## src/rtl/lf_pkg.sv

```systemverilog
// ============================================================================
// Module      : lf_pkg
// Description : Shared Ladner-Fischer types and helpers for the adder and
//               subtractor family: (g,p) pair, prefix combine operator, clog2.
// Revision    : 1.0 - initial release
// ============================================================================
`default_nettype none

package lf_pkg;

    localparam int LF_WIDTH_DEFAULT = 16;

    typedef struct packed {
        logic g;
        logic p;
    } gp_t;

    // Prefix operator: hi covers the more significant span, lo the one below it.
    function automatic gp_t gp_combine(input gp_t hi, input gp_t lo);
        gp_t res;
        res.g = hi.g | (hi.p & lo.g);
        res.p = hi.p & lo.p;
        return res;
    endfunction

    function automatic int lf_clog2(input int value);
        int res;
        res = 0;
        for (int i = 0; i < 31; i++) begin
            if ((1 << i) < value) begin
                res = i + 1;
            end
        end
        return res;
    endfunction

endpackage

`default_nettype wire

```

## src/rtl/lf_sub_pipe_if.sv

```systemverilog
// ============================================================================
// Module      : lf_sub_pipe_if
// Description : Operand and result valid/ready streams of the LF subtractor.
// Revision    : 1.0 - initial release
// ============================================================================
`default_nettype none

interface lf_sub_pipe_if
    import lf_pkg::*;
#(
    parameter int WIDTH = LF_WIDTH_DEFAULT
);

    logic             in_valid;
    logic             in_ready;
    logic [WIDTH-1:0] a;
    logic [WIDTH-1:0] b;
    logic             bin;
    logic             out_valid;
    logic             out_ready;
    logic [WIDTH-1:0] diff;
    logic             bout;
    logic             ovf;

    modport master (
        output in_valid, a, b, bin, out_ready,
        input  in_ready, out_valid, diff, bout, ovf
    );

    modport slave (
        input  in_valid, a, b, bin, out_ready,
        output in_ready, out_valid, diff, bout, ovf
    );

endinterface

`default_nettype wire

```

## src/rtl/lf_prefix_tree.sv

```systemverilog
// ============================================================================
// Module      : lf_prefix_tree
// Description : Combinational Ladner-Fischer (G,P) prefix tree; bit i of the
//               outputs is the group generate/propagate over span [i:0].
// Revision    : 1.0 - initial release
// ============================================================================
`default_nettype none

module lf_prefix_tree
    import lf_pkg::*;
#(
    parameter int WIDTH = LF_WIDTH_DEFAULT
)
(
    input  logic [WIDTH-1:0] i_g,
    input  logic [WIDTH-1:0] i_p,
    output logic [WIDTH-1:0] o_grp_g,
    output logic [WIDTH-1:0] o_grp_p
);

    localparam int c_levels = lf_clog2(WIDTH);

    // Row 0 is the input, rows 1..c_levels+1 are the prefix levels.
    gp_t w_node [c_levels+2][WIDTH];

    always_comb begin : p_tree
        int j;
        j = 0;
        for (int l = 0; l < c_levels + 2; l++) begin
            for (int i = 0; i < WIDTH; i++) begin
                w_node[l][i] = '0;
            end
        end
        for (int i = 0; i < WIDTH; i++) begin
            w_node[0][i].g = i_g[i];
            w_node[0][i].p = i_p[i];
        end

        // Sparse stage: odd positions absorb their even neighbour.
        for (int i = 0; i < WIDTH; i++) begin
            w_node[1][i] = w_node[0][i];
            if ((i % 2) == 1) begin
                w_node[1][i] = gp_combine(w_node[0][i], w_node[0][i-1]);
            end
        end

        // Sklansky doubling over the odd positions only.
        for (int l = 1; l < c_levels; l++) begin
            for (int i = 0; i < WIDTH; i++) begin
                w_node[l+1][i] = w_node[l][i];
                j = ((i >> l) << l) - 1;
                if (j < 0) begin
                    j = 0;
                end
                if (((i % 2) == 1) && (((i >> l) & 1) == 1)) begin
                    w_node[l+1][i] = gp_combine(w_node[l][i], w_node[l][j]);
                end
            end
        end

        // Fan-out: even positions pick up the completed prefix just below.
        for (int i = 0; i < WIDTH; i++) begin
            w_node[c_levels+1][i] = w_node[c_levels][i];
            if (((i % 2) == 0) && (i > 0)) begin
                w_node[c_levels+1][i] = gp_combine(w_node[c_levels][i], w_node[c_levels][i-1]);
            end
        end

        for (int i = 0; i < WIDTH; i++) begin
            o_grp_g[i] = w_node[c_levels+1][i].g;
            o_grp_p[i] = w_node[c_levels+1][i].p;
        end
    end

endmodule

`default_nettype wire

```

## src/rtl/lf_sub_pipe.sv

```systemverilog
// ============================================================================
// Module      : lf_sub_pipe
// Description : Three-stage pipelined Ladner-Fischer subtractor,
//               diff = a - b - bin, with borrow-out and signed overflow.
//               Define LF_SUB_APPROX_EN for generate-only carries in the low
//               APPROX_BITS bits.
// Revision    : 1.0 - initial release
// ============================================================================
`default_nettype none

module lf_sub_pipe
    import lf_pkg::*;
#(
    parameter int WIDTH       = LF_WIDTH_DEFAULT,
    parameter int APPROX_BITS = 4
)
(
    input  logic          clk,
    input  logic          rst_n,
    lf_sub_pipe_if.slave  bus
);

`ifdef LF_SUB_APPROX_EN
    localparam bit c_approx_en = 1'b1;
`else
    localparam bit c_approx_en = 1'b0;
`endif
    localparam int c_approx_bits = c_approx_en ? APPROX_BITS : 0;

    // Handshake
    logic w_s3_ready;
    logic w_s2_ready;
    logic w_s2_adv;
    logic w_s1_adv;
    logic w_s1_ready;
    logic w_accept;

    logic r_s1_valid;
    logic r_s2_valid;
    logic r_s3_valid;

    // Stage 1: a + ~b + ~bin in (p,g) form
    logic [WIDTH-1:0] r_s1_p;
    logic [WIDTH-1:0] r_s1_g;
    logic             r_s1_cin;
    logic             r_s1_amsb;
    logic             r_s1_bmsb;

    // Stage 2: group prefixes
    logic [WIDTH-1:0] w_tree_g;
    logic [WIDTH-1:0] w_tree_p;
    logic [WIDTH-1:0] w_grp_g;
    logic [WIDTH-1:0] w_grp_p;
    logic [WIDTH-1:0] r_s2_gg;
    logic [WIDTH-1:0] r_s2_pp;
    logic [WIDTH-1:0] r_s2_p;
    logic             r_s2_cin;
    logic             r_s2_amsb;
    logic             r_s2_bmsb;
`ifdef LF_SUB_APPROX_EN
    logic [APPROX_BITS-1:0] r_s2_glo;
`endif

    // Stage 3: result
    logic [WIDTH:0]   w_c;
    logic [WIDTH-1:0] w_diff;
    logic             w_bout;
    logic             w_ovf;
    logic [WIDTH-1:0] r_diff;
    logic             r_bout;
    logic             r_ovf;

    assign w_s3_ready = ~r_s3_valid | bus.out_ready;
    assign w_s2_adv   = r_s2_valid & w_s3_ready;
    assign w_s2_ready = ~r_s2_valid | w_s3_ready;
    assign w_s1_adv   = r_s1_valid & w_s2_ready;
    assign w_s1_ready = ~r_s1_valid | w_s1_adv;
    assign w_accept   = bus.in_valid & w_s1_ready;

    always_ff @(posedge clk or negedge rst_n) begin
        if (!rst_n) begin
            r_s1_valid <= 1'b0;
            r_s2_valid <= 1'b0;
            r_s3_valid <= 1'b0;
            r_diff     <= '0;
            r_bout     <= 1'b0;
            r_ovf      <= 1'b0;
        end else begin
            r_s1_valid <= w_accept | (r_s1_valid & ~w_s2_ready);
            r_s2_valid <= w_s1_adv | (r_s2_valid & ~w_s3_ready);
            r_s3_valid <= w_s2_adv | (r_s3_valid & ~bus.out_ready);
            if (w_s2_adv) begin
                r_diff <= w_diff;
                r_bout <= w_bout;
                r_ovf  <= w_ovf;
            end
        end
    end

    // In-flight data only moves with its valid, so it carries no reset.
    always_ff @(posedge clk) begin
        if (w_accept) begin
            r_s1_p    <= bus.a ^ ~bus.b;
            r_s1_g    <= bus.a & ~bus.b;
            r_s1_cin  <= ~bus.bin;
            r_s1_amsb <= bus.a[WIDTH-1];
            r_s1_bmsb <= bus.b[WIDTH-1];
        end
        if (w_s1_adv) begin
            r_s2_gg   <= w_grp_g;
            r_s2_pp   <= w_grp_p;
            r_s2_p    <= r_s1_p;
            r_s2_cin  <= r_s1_cin;
            r_s2_amsb <= r_s1_amsb;
            r_s2_bmsb <= r_s1_bmsb;
`ifdef LF_SUB_APPROX_EN
            r_s2_glo  <= r_s1_g[APPROX_BITS-1:0];
`endif
        end
    end

    // In the approximate build the low region is cut out of the tree: the top
    // approximate bit becomes a pure generate seed (p=0), so cin cannot reach
    // the exact upper region and its carry-in is g[APPROX_BITS-1].
    always_comb begin
        w_tree_g = r_s1_g;
        w_tree_p = r_s1_p;
        for (int i = 0; i < c_approx_bits; i++) begin
            w_tree_p[i] = 1'b0;
            if (i != c_approx_bits - 1) begin
                w_tree_g[i] = 1'b0;
            end
        end
    end

    lf_prefix_tree #(
        .WIDTH   (WIDTH)
    ) u_tree (
        .i_g     (w_tree_g),
        .i_p     (w_tree_p),
        .o_grp_g (w_grp_g),
        .o_grp_p (w_grp_p)
    );

    always_comb begin
        w_c    = '0;
        w_c[0] = r_s2_cin;
        for (int i = 0; i < WIDTH; i++) begin
            w_c[i+1] = r_s2_gg[i] | (r_s2_pp[i] & r_s2_cin);
        end
`ifdef LF_SUB_APPROX_EN
        for (int i = 0; i < c_approx_bits; i++) begin
            w_c[i+1] = r_s2_glo[i];
        end
`endif
        w_diff = r_s2_p ^ w_c[WIDTH-1:0];
        w_bout = ~w_c[WIDTH];
        w_ovf  = (r_s2_amsb ^ r_s2_bmsb) & (r_s2_amsb ^ w_diff[WIDTH-1]);
    end

    assign bus.in_ready  = w_s1_ready;
    assign bus.out_valid = r_s3_valid;
    assign bus.diff      = r_diff;
    assign bus.bout      = r_bout;
    assign bus.ovf       = r_ovf;

endmodule

`default_nettype wire

```

## src/flat_wrapper.sv

```systemverilog
// flat-port wrapper written by rule: the top's interface ports become plain ports
module lf_sub_pipe_flat import lf_pkg::*;
#(
    parameter int WIDTH       = LF_WIDTH_DEFAULT,
    parameter int APPROX_BITS = 4
)
  (clk, rst_n, bus_in_valid, bus_a, bus_b, bus_bin, bus_out_ready, bus_in_ready, bus_out_valid, bus_diff, bus_bout, bus_ovf);
  lf_sub_pipe_if #(.WIDTH(WIDTH)) bus_i ();
  input  logic clk;
  input  logic rst_n;
  input wire logic [$bits(bus_i.in_valid)-1:0] bus_in_valid;
  input wire logic [$bits(bus_i.a)-1:0] bus_a;
  input wire logic [$bits(bus_i.b)-1:0] bus_b;
  input wire logic [$bits(bus_i.bin)-1:0] bus_bin;
  input wire logic [$bits(bus_i.out_ready)-1:0] bus_out_ready;
  output wire logic [$bits(bus_i.in_ready)-1:0] bus_in_ready;
  output wire logic [$bits(bus_i.out_valid)-1:0] bus_out_valid;
  output wire logic [$bits(bus_i.diff)-1:0] bus_diff;
  output wire logic [$bits(bus_i.bout)-1:0] bus_bout;
  output wire logic [$bits(bus_i.ovf)-1:0] bus_ovf;
  assign bus_i.in_valid = bus_in_valid;
  assign bus_i.a = bus_a;
  assign bus_i.b = bus_b;
  assign bus_i.bin = bus_bin;
  assign bus_i.out_ready = bus_out_ready;
  assign bus_in_ready = bus_i.in_ready;
  assign bus_out_valid = bus_i.out_valid;
  assign bus_diff = bus_i.diff;
  assign bus_bout = bus_i.bout;
  assign bus_ovf = bus_i.ovf;
  lf_sub_pipe #(.WIDTH(WIDTH), .APPROX_BITS(APPROX_BITS)) u_core (.clk(clk), .rst_n(rst_n), .bus(bus_i));
endmodule
```

## config.mk

```make
export PLATFORM = sky130hd
export DESIGN_NAME = lf_sub_pipe_flat
export DESIGN_NICKNAME = d
export VERILOG_FILES = /design/src/rtl/lf_pkg.sv /design/src/rtl/lf_sub_pipe_if.sv /design/src/rtl/lf_prefix_tree.sv /design/src/rtl/lf_sub_pipe.sv /design/src/flat_wrapper.sv
export SDC_FILE = /design/constraint.sdc
export NUM_CORES = 1
export LEC_CHECK = 0
export ABC_CLOCK_PERIOD_IN_PS = 4700
export CAP_MARGIN = 20
export CELL_PAD_IN_SITES_DETAIL_PLACEMENT = 1
export CELL_PAD_IN_SITES_GLOBAL_PLACEMENT = 1
export CORE_ASPECT_RATIO = 0.7
export CORE_MARGIN = 2
export CORE_UTILIZATION = 49
export DETAILED_ROUTE_END_ITERATION = 6
export PLACE_DENSITY_LB_ADDON = 0.1
export SLEW_MARGIN = 20
export SYNTH_ARGS = -nofsm -noshare
export SYNTH_HDL_FRONTEND = slang
export SYNTH_SLANG_ARGS = --single-unit
```

## constraint.sdc

```tcl
create_clock -name clk -period 4.7 [get_ports clk]
set_input_delay 1.41 -clock clk [delete_from_list [all_inputs] [get_ports clk]]
set_output_delay 1.41 -clock clk [all_outputs]
set_load 0.01 [all_outputs]
```

## After elaboration in Yosys (flattened, before gate mapping)

Cells that the tools add are included.

- Memories kept: 0
- ROM bits: 0
- Output and inout port bits: 20
- Bits in latches: 0
- Word-level logic and storage cells: 157
- RAM bits: 0
- Register bits after elaboration: 107

- Muxes and demuxes: 0
- Order comparisons: 0
- Add/sub/neg operators: 0
- Eq/ne operators: 0
- Shift operators: 0
- Reduce and logical (&&, ||, !) cells: 0
- Multipliers: 0
- Divide/modulo/power cells: 0
- Bitwise logic cells: 140

Operators with widths:

| cell | number |
|---|---|
| $and 1x1->1 | 77 |
| $or 1x1->1 | 49 |
| $xor 16x16->16 | 2 |
| $and 16x16->16 | 1 |
| $not 16->16 | 1 |
| $not 1->1 | 8 |
| $xor 1x1->1 | 2 |

## Logic depth before layout (Yosys ltp)

- Depth in word-level cells: 10
- Depth in mapped cells: 5

## Modules after synthesis

A second synthesis with hierarchy kept.

- Cells, all modules: 298
- Area, all modules: 4,356.7 µm²

By module, submodules not included:

| module | sequential area each (µm²) | cells an instance | area an instance (µm²) | times used |
|---|---|---|---|---|
| lf_sub_pipe | 3,108.0 | 225 | 3,885.0 | 1 |
| lf_prefix_tree | 0.0 | 73 | 471.7 | 1 |

## Worst setup path before layout

No wires, ideal clock.

- Kind: input -> register
- Start point: in bus_out_ready
- End point: reg u_core.r_s2_amsb, enable pin
- Library setup time: 0.413 ns
- Setup slack: 1.564 ns
- Stages on the path: 3
- Data arrival time: 2.723 ns
- Path buffers: 0
- Cell sequence: nor2b_1 -> nand2_1 -> and2_1

- Word-level cells in the longest chain between the ends: 3

Ends and longest elaborated chain:

| element | RTL line | RTL |
|---|---|---|
| start, declared | flat_wrapper.sv:15 | `input wire logic [$bits(bus_i.out_ready)-1:0] bus_out_ready;` |
| $or 1x1->1 | lf_sub_pipe.sv:73 | `assign w_s3_ready = ~r_s3_valid \| bus.out_ready;` |
| $or 1x1->1 | lf_sub_pipe.sv:75 | `assign w_s2_ready = ~r_s2_valid \| w_s3_ready;` |
| $and 1x1->1 | lf_sub_pipe.sv:76 | `assign w_s1_adv = r_s1_valid & w_s2_ready;` |
| named net u_core.w_s1_adv | lf_sub_pipe.sv:34 | `logic w_s1_adv;` |
| end signal, assigned | lf_sub_pipe.sv:114 | `r_s2_amsb <= r_s1_amsb;` |
| end, declared | lf_sub_pipe.sv:58 | `logic r_s2_amsb;` |

The timed path passes the listed nets, and every way through them passes these cells.
A chain may end at the register's enable or synchronous reset.

## Worst setup path in the final report

- Start point: in bus_out_ready
- End point: out bus_in_ready

- Word-level cells in the longest chain between the ends: 4

Ends and longest elaborated chain:

| element | RTL line | RTL |
|---|---|---|
| $or 1x1->1 | lf_sub_pipe.sv:73 |  |
| $or 1x1->1 | lf_sub_pipe.sv:75 |  |
| $and 1x1->1 | lf_sub_pipe.sv:76 |  |
| $or 1x1->1 | lf_sub_pipe.sv:77 | `assign w_s1_ready = ~r_s1_valid \| w_s1_adv;` |
| end, declared | flat_wrapper.sv:16 | `output wire logic [$bits(bus_i.in_ready)-1:0] bus_in_ready;` |

Every way passes these cells.

==> results_dict.tcl <==
set metrics [dict create \
    worst-r2r-setup-slack_ns 2.71 \
    synthToLayoutAreaGrowth_pct 23.3 \
    routed_wirelength_mm 7.88 \
    cts-resized-gates 0 \
    synth_compound_gate_area_share 0.0831 \
    vdd.ir_drop.worst_mv 0.230 \
    grt_max_degree 36 \
    post_cts_hold_buffer_count 0 \
    cts_max_level 3 \
    ys_seq_area_frac 0.720 \
    dp_slack_ns 0.658 \
    final_common_cell "sky130_fd_sc_hd__edfxtp_1" \
    grt_pass1_vias 2585 \
    timing.critical_path.arrival_ns 2.64 \
    worst_setup_path_start_kind "input pin" \
    detail-route-antenna-nets 0 \
    layout.cell_area.non_filler_um2 5280 \
    finalSetupViolations 0 \
    tritoncts "done" \
    drc 0 \
    first_pass_iteration_count_of_the_detailed_router 4 \
    die_y_um 82.2 \
    total_grt_overflow 0 \
    cts.clk_slew.worst_paths_ns 0.07 \
    yosys-mux-area-fraction 0.00497 \
    design.die.area_um2 9510 \
    initial_utilization 0.505 \
    clock-sinks 106 \
    clock-skew-final_ns 0.00980 \
    final_util 0.622 \
    die_width_um 116 \
    synth_fp_nets 347 \
    root_buffer "sky130_fd_sc_hd__clkbuf_16" \
    crit_path_cell_trace "clkdlybuf4s50_1 -> nor2b_1 -> nand3_1 -> clkdlybuf4s50_1" \
    gp_congestion 0.756 \
    cpMaxStageDelayCell "sky130_fd_sc_hd__clkdlybuf4s50_1" \
    crit_path_max_incr_delay_ns 0.50 \
    worstPathBufferInverterCount 2 \
    global_route_wire_length_before_repair_mm 12.7 \
    netlist_area_um2 4280 \
    synth-xor-area-share 0.0307 \
    final_cell_mix "sky130_fd_sc_hd__edfxtp_1, sky130_fd_sc_hd__clkdlybuf4s50_1, sky130_fd_sc_hd__inv_1, sky130_fd_sc_hd__nand2_1" \
    avgRoutedWirePerCell_um 16.3 \
    crit_path_frequent_cell "sky130_fd_sc_hd__clkdlybuf4s50_1" \
    leakage_power_summed_over_all_cells_uw 0.00209 \
    dp_hpwl_mm 5.75 \
    critPathRequiredTime_ns 3.29 \
    core_region_area_um2 8480 \
    min_path_type "flip-flop to flip-flop" \
    maxCapViolations 0 \
    synth_seq_cells 106 \
    synth_top_family_by_area "simple AND/OR/NAND/NOR gates" \
    postCtsSetupRepairBufs 0 \
    groute.usage.overall 0.181 \
    timing.final.ws_setup_ns 0.652 \
    drt-vias-per-instance 5.03 \
    timing.slew.headroom 0.352 \
    worstSetupEndpointType "output port" \
    synth.avg_cell_area_um2 14.6 \
    antenna_cells 0 \
    initialDrtViolationCount 103 \
    cp_top_family "buffers and inverters" \
    critPathMaxFanout 3 \
    synthAdderAreaFrac 0.0497 \
    slew_viol_final 0 \
    numCtsBuffers 9 \
    layout.nets 412 \
    max_freq_mhz 247 \
    unrepaired_setup_endpoints_after_global_routing "no" \
    antenna_found_initial 0 \
    count_of_final_hold_check_violations 0 \
    synth_cell_type_count 40 \
    placed_cell_area_um2 4990 \
    pin_count 57 \
    synthesis.instances 293 \
    vias 2429 \
    fin_crit_sh 0.861 \
    run_status "complete, no violations" \
    clkLatencyLatePin_ns 0.33 \
    drive_gt1_frac 0.0744 \
    totalNegativeSetupSlack_ns 0 \
    critPathKind "input pin to output port" \
    post-route-min-period_ns 4.05 \
    placementRows 28 \
    power_per_cell_area_nw_per_um2 425 \
    post_synth_and_or_nand_nor_area_fraction 0.0863 \
    cts_buffer_depth 2 \
    yosys_warnings 0 \
    timing_worst_slew_pin_value_ns 0.969 \
    buffer_ports.inserted 56 \
]
## through the flow
| stage | std cells | hold WS [ns] | power, µW |
|---|---|---|---|
| 2_1_floorplan | 293 | 0.400 | 1370 |
| 3_5_place_dp | 467 | 0.406 | 1560 |
| 4_1_cts | 483 | 0.422 | 2270 |
| 3_3_place_gp | 467 | 0.408 | 1530 |
| 6_report | 483 | 0.420 | 2240 |
| 5_1_grt | 483 | 0.429 | 2340 |
## cell usage after synthesis, drive strengths merged
| cell | number | area (µm²) |
|---|---|---|
| a32oi | 1 | 8.76 |
| a21oi | 19 | 95.1 |
| a31oi | 1 | 6.26 |
| edfxtp | 85 | 2550 |
| and2 | 8 | 51.3 |
| nor2b | 4 | 25.0 |
| xor2 | 15 | 131 |
| nand2b | 5 | 31.3 |
| nand3 | 1 | 5.00 |
| or2 | 2 | 12.5 |
| o211ai | 2 | 15.0 |
| nand4 | 3 | 33.8 |
| nand3b | 1 | 7.51 |
| nor3 | 2 | 21.3 |
| mux2i | 1 | 10.0 |
| dfrtp | 21 | 526 |
| o311ai | 1 | 8.76 |
| clkbuf | 3 | 11.3 |
| a211oi | 2 | 15.0 |
| ha | 17 | 213 |
| buf | 1 | 5.00 |
| nand2 | 25 | 101 |
| o221ai | 1 | 8.76 |
| o22ai | 1 | 12.5 |
| and3 | 5 | 33.8 |
| o21ai | 23 | 115 |
| nor4 | 1 | 12.5 |
| mux2 | 1 | 11.3 |
| and4 | 1 | 11.3 |
| a21o | 8 | 61.3 |
| nor2 | 6 | 22.5 |
| inv | 25 | 93.8 |
| a211o | 1 | 8.76 |
## layer usage
layer,vias up,wire length (µm),global-route usage
met3,7,324,0.0467
met4,0,77,0.0464
li1,1188,-,-
met2,55,3660,0.302
met1,1179,3820,0.242
met5,-,0,0
## cells by family after synthesis
kind of cell               Yosys count
adders and majority gates           17
AOI/OAI and AO/OA                   60
muxes                                2
DFF                                106
buffers and inverters               29
and+or+nand+nor                     64
xor gates and xnor gates            15
## registers in the layout, indices dropped and copies added (netlist names), 15 cells and up
register         cells
u_core.r_s2_pp      15
u_core.r_s2_p       16
u_core.bus.diff     16
u_core.r_s1_p       16
u_core.r_s1_g       16
u_core.r_s2_gg      16
## path summary, 6_finish.rpt
kind,start,endpoint,cells past startpoint
max,bus_out_ready,bus_in_ready,4
min reg2reg,u_core.r_s1_bmsb,u_core.r_s2_bmsb,0
min in group asynchronous,rst_n,u_core.bus.diff[1],1
max in group asynchronous,rst_n,u_core.bus.diff[5],1
min,u_core.r_s1_bmsb,u_core.r_s2_bmsb,0
max reg2reg,u_core.bus.out_valid,u_core.r_s2_gg[10],4
## power breakdown
| group | switching, µW | leakage (µW) | total (µW) | internal [µW] |
|---|---|---|---|---|
| Combinational | 154 | 0.000876 | 312 | 158 |
| Clock | 305 | 0.000134 | 713 | 408 |
| Sequential | 70.7 | 0.00108 | 1220 | 1150 |
| Total | 530 | 0.00209 | 2240 | 1710 |
## final cells by class
type                       count  area [µm²]
tap                          120         150
inverter                      25        93.8
clock inverter                 6        57.6
multi-input combinational    158        1090
clock buffer                  10         229
sequential                   106        3080
fill                         816        3200
timing repair buffer          58         576
(Power assumes the default switching activity.)
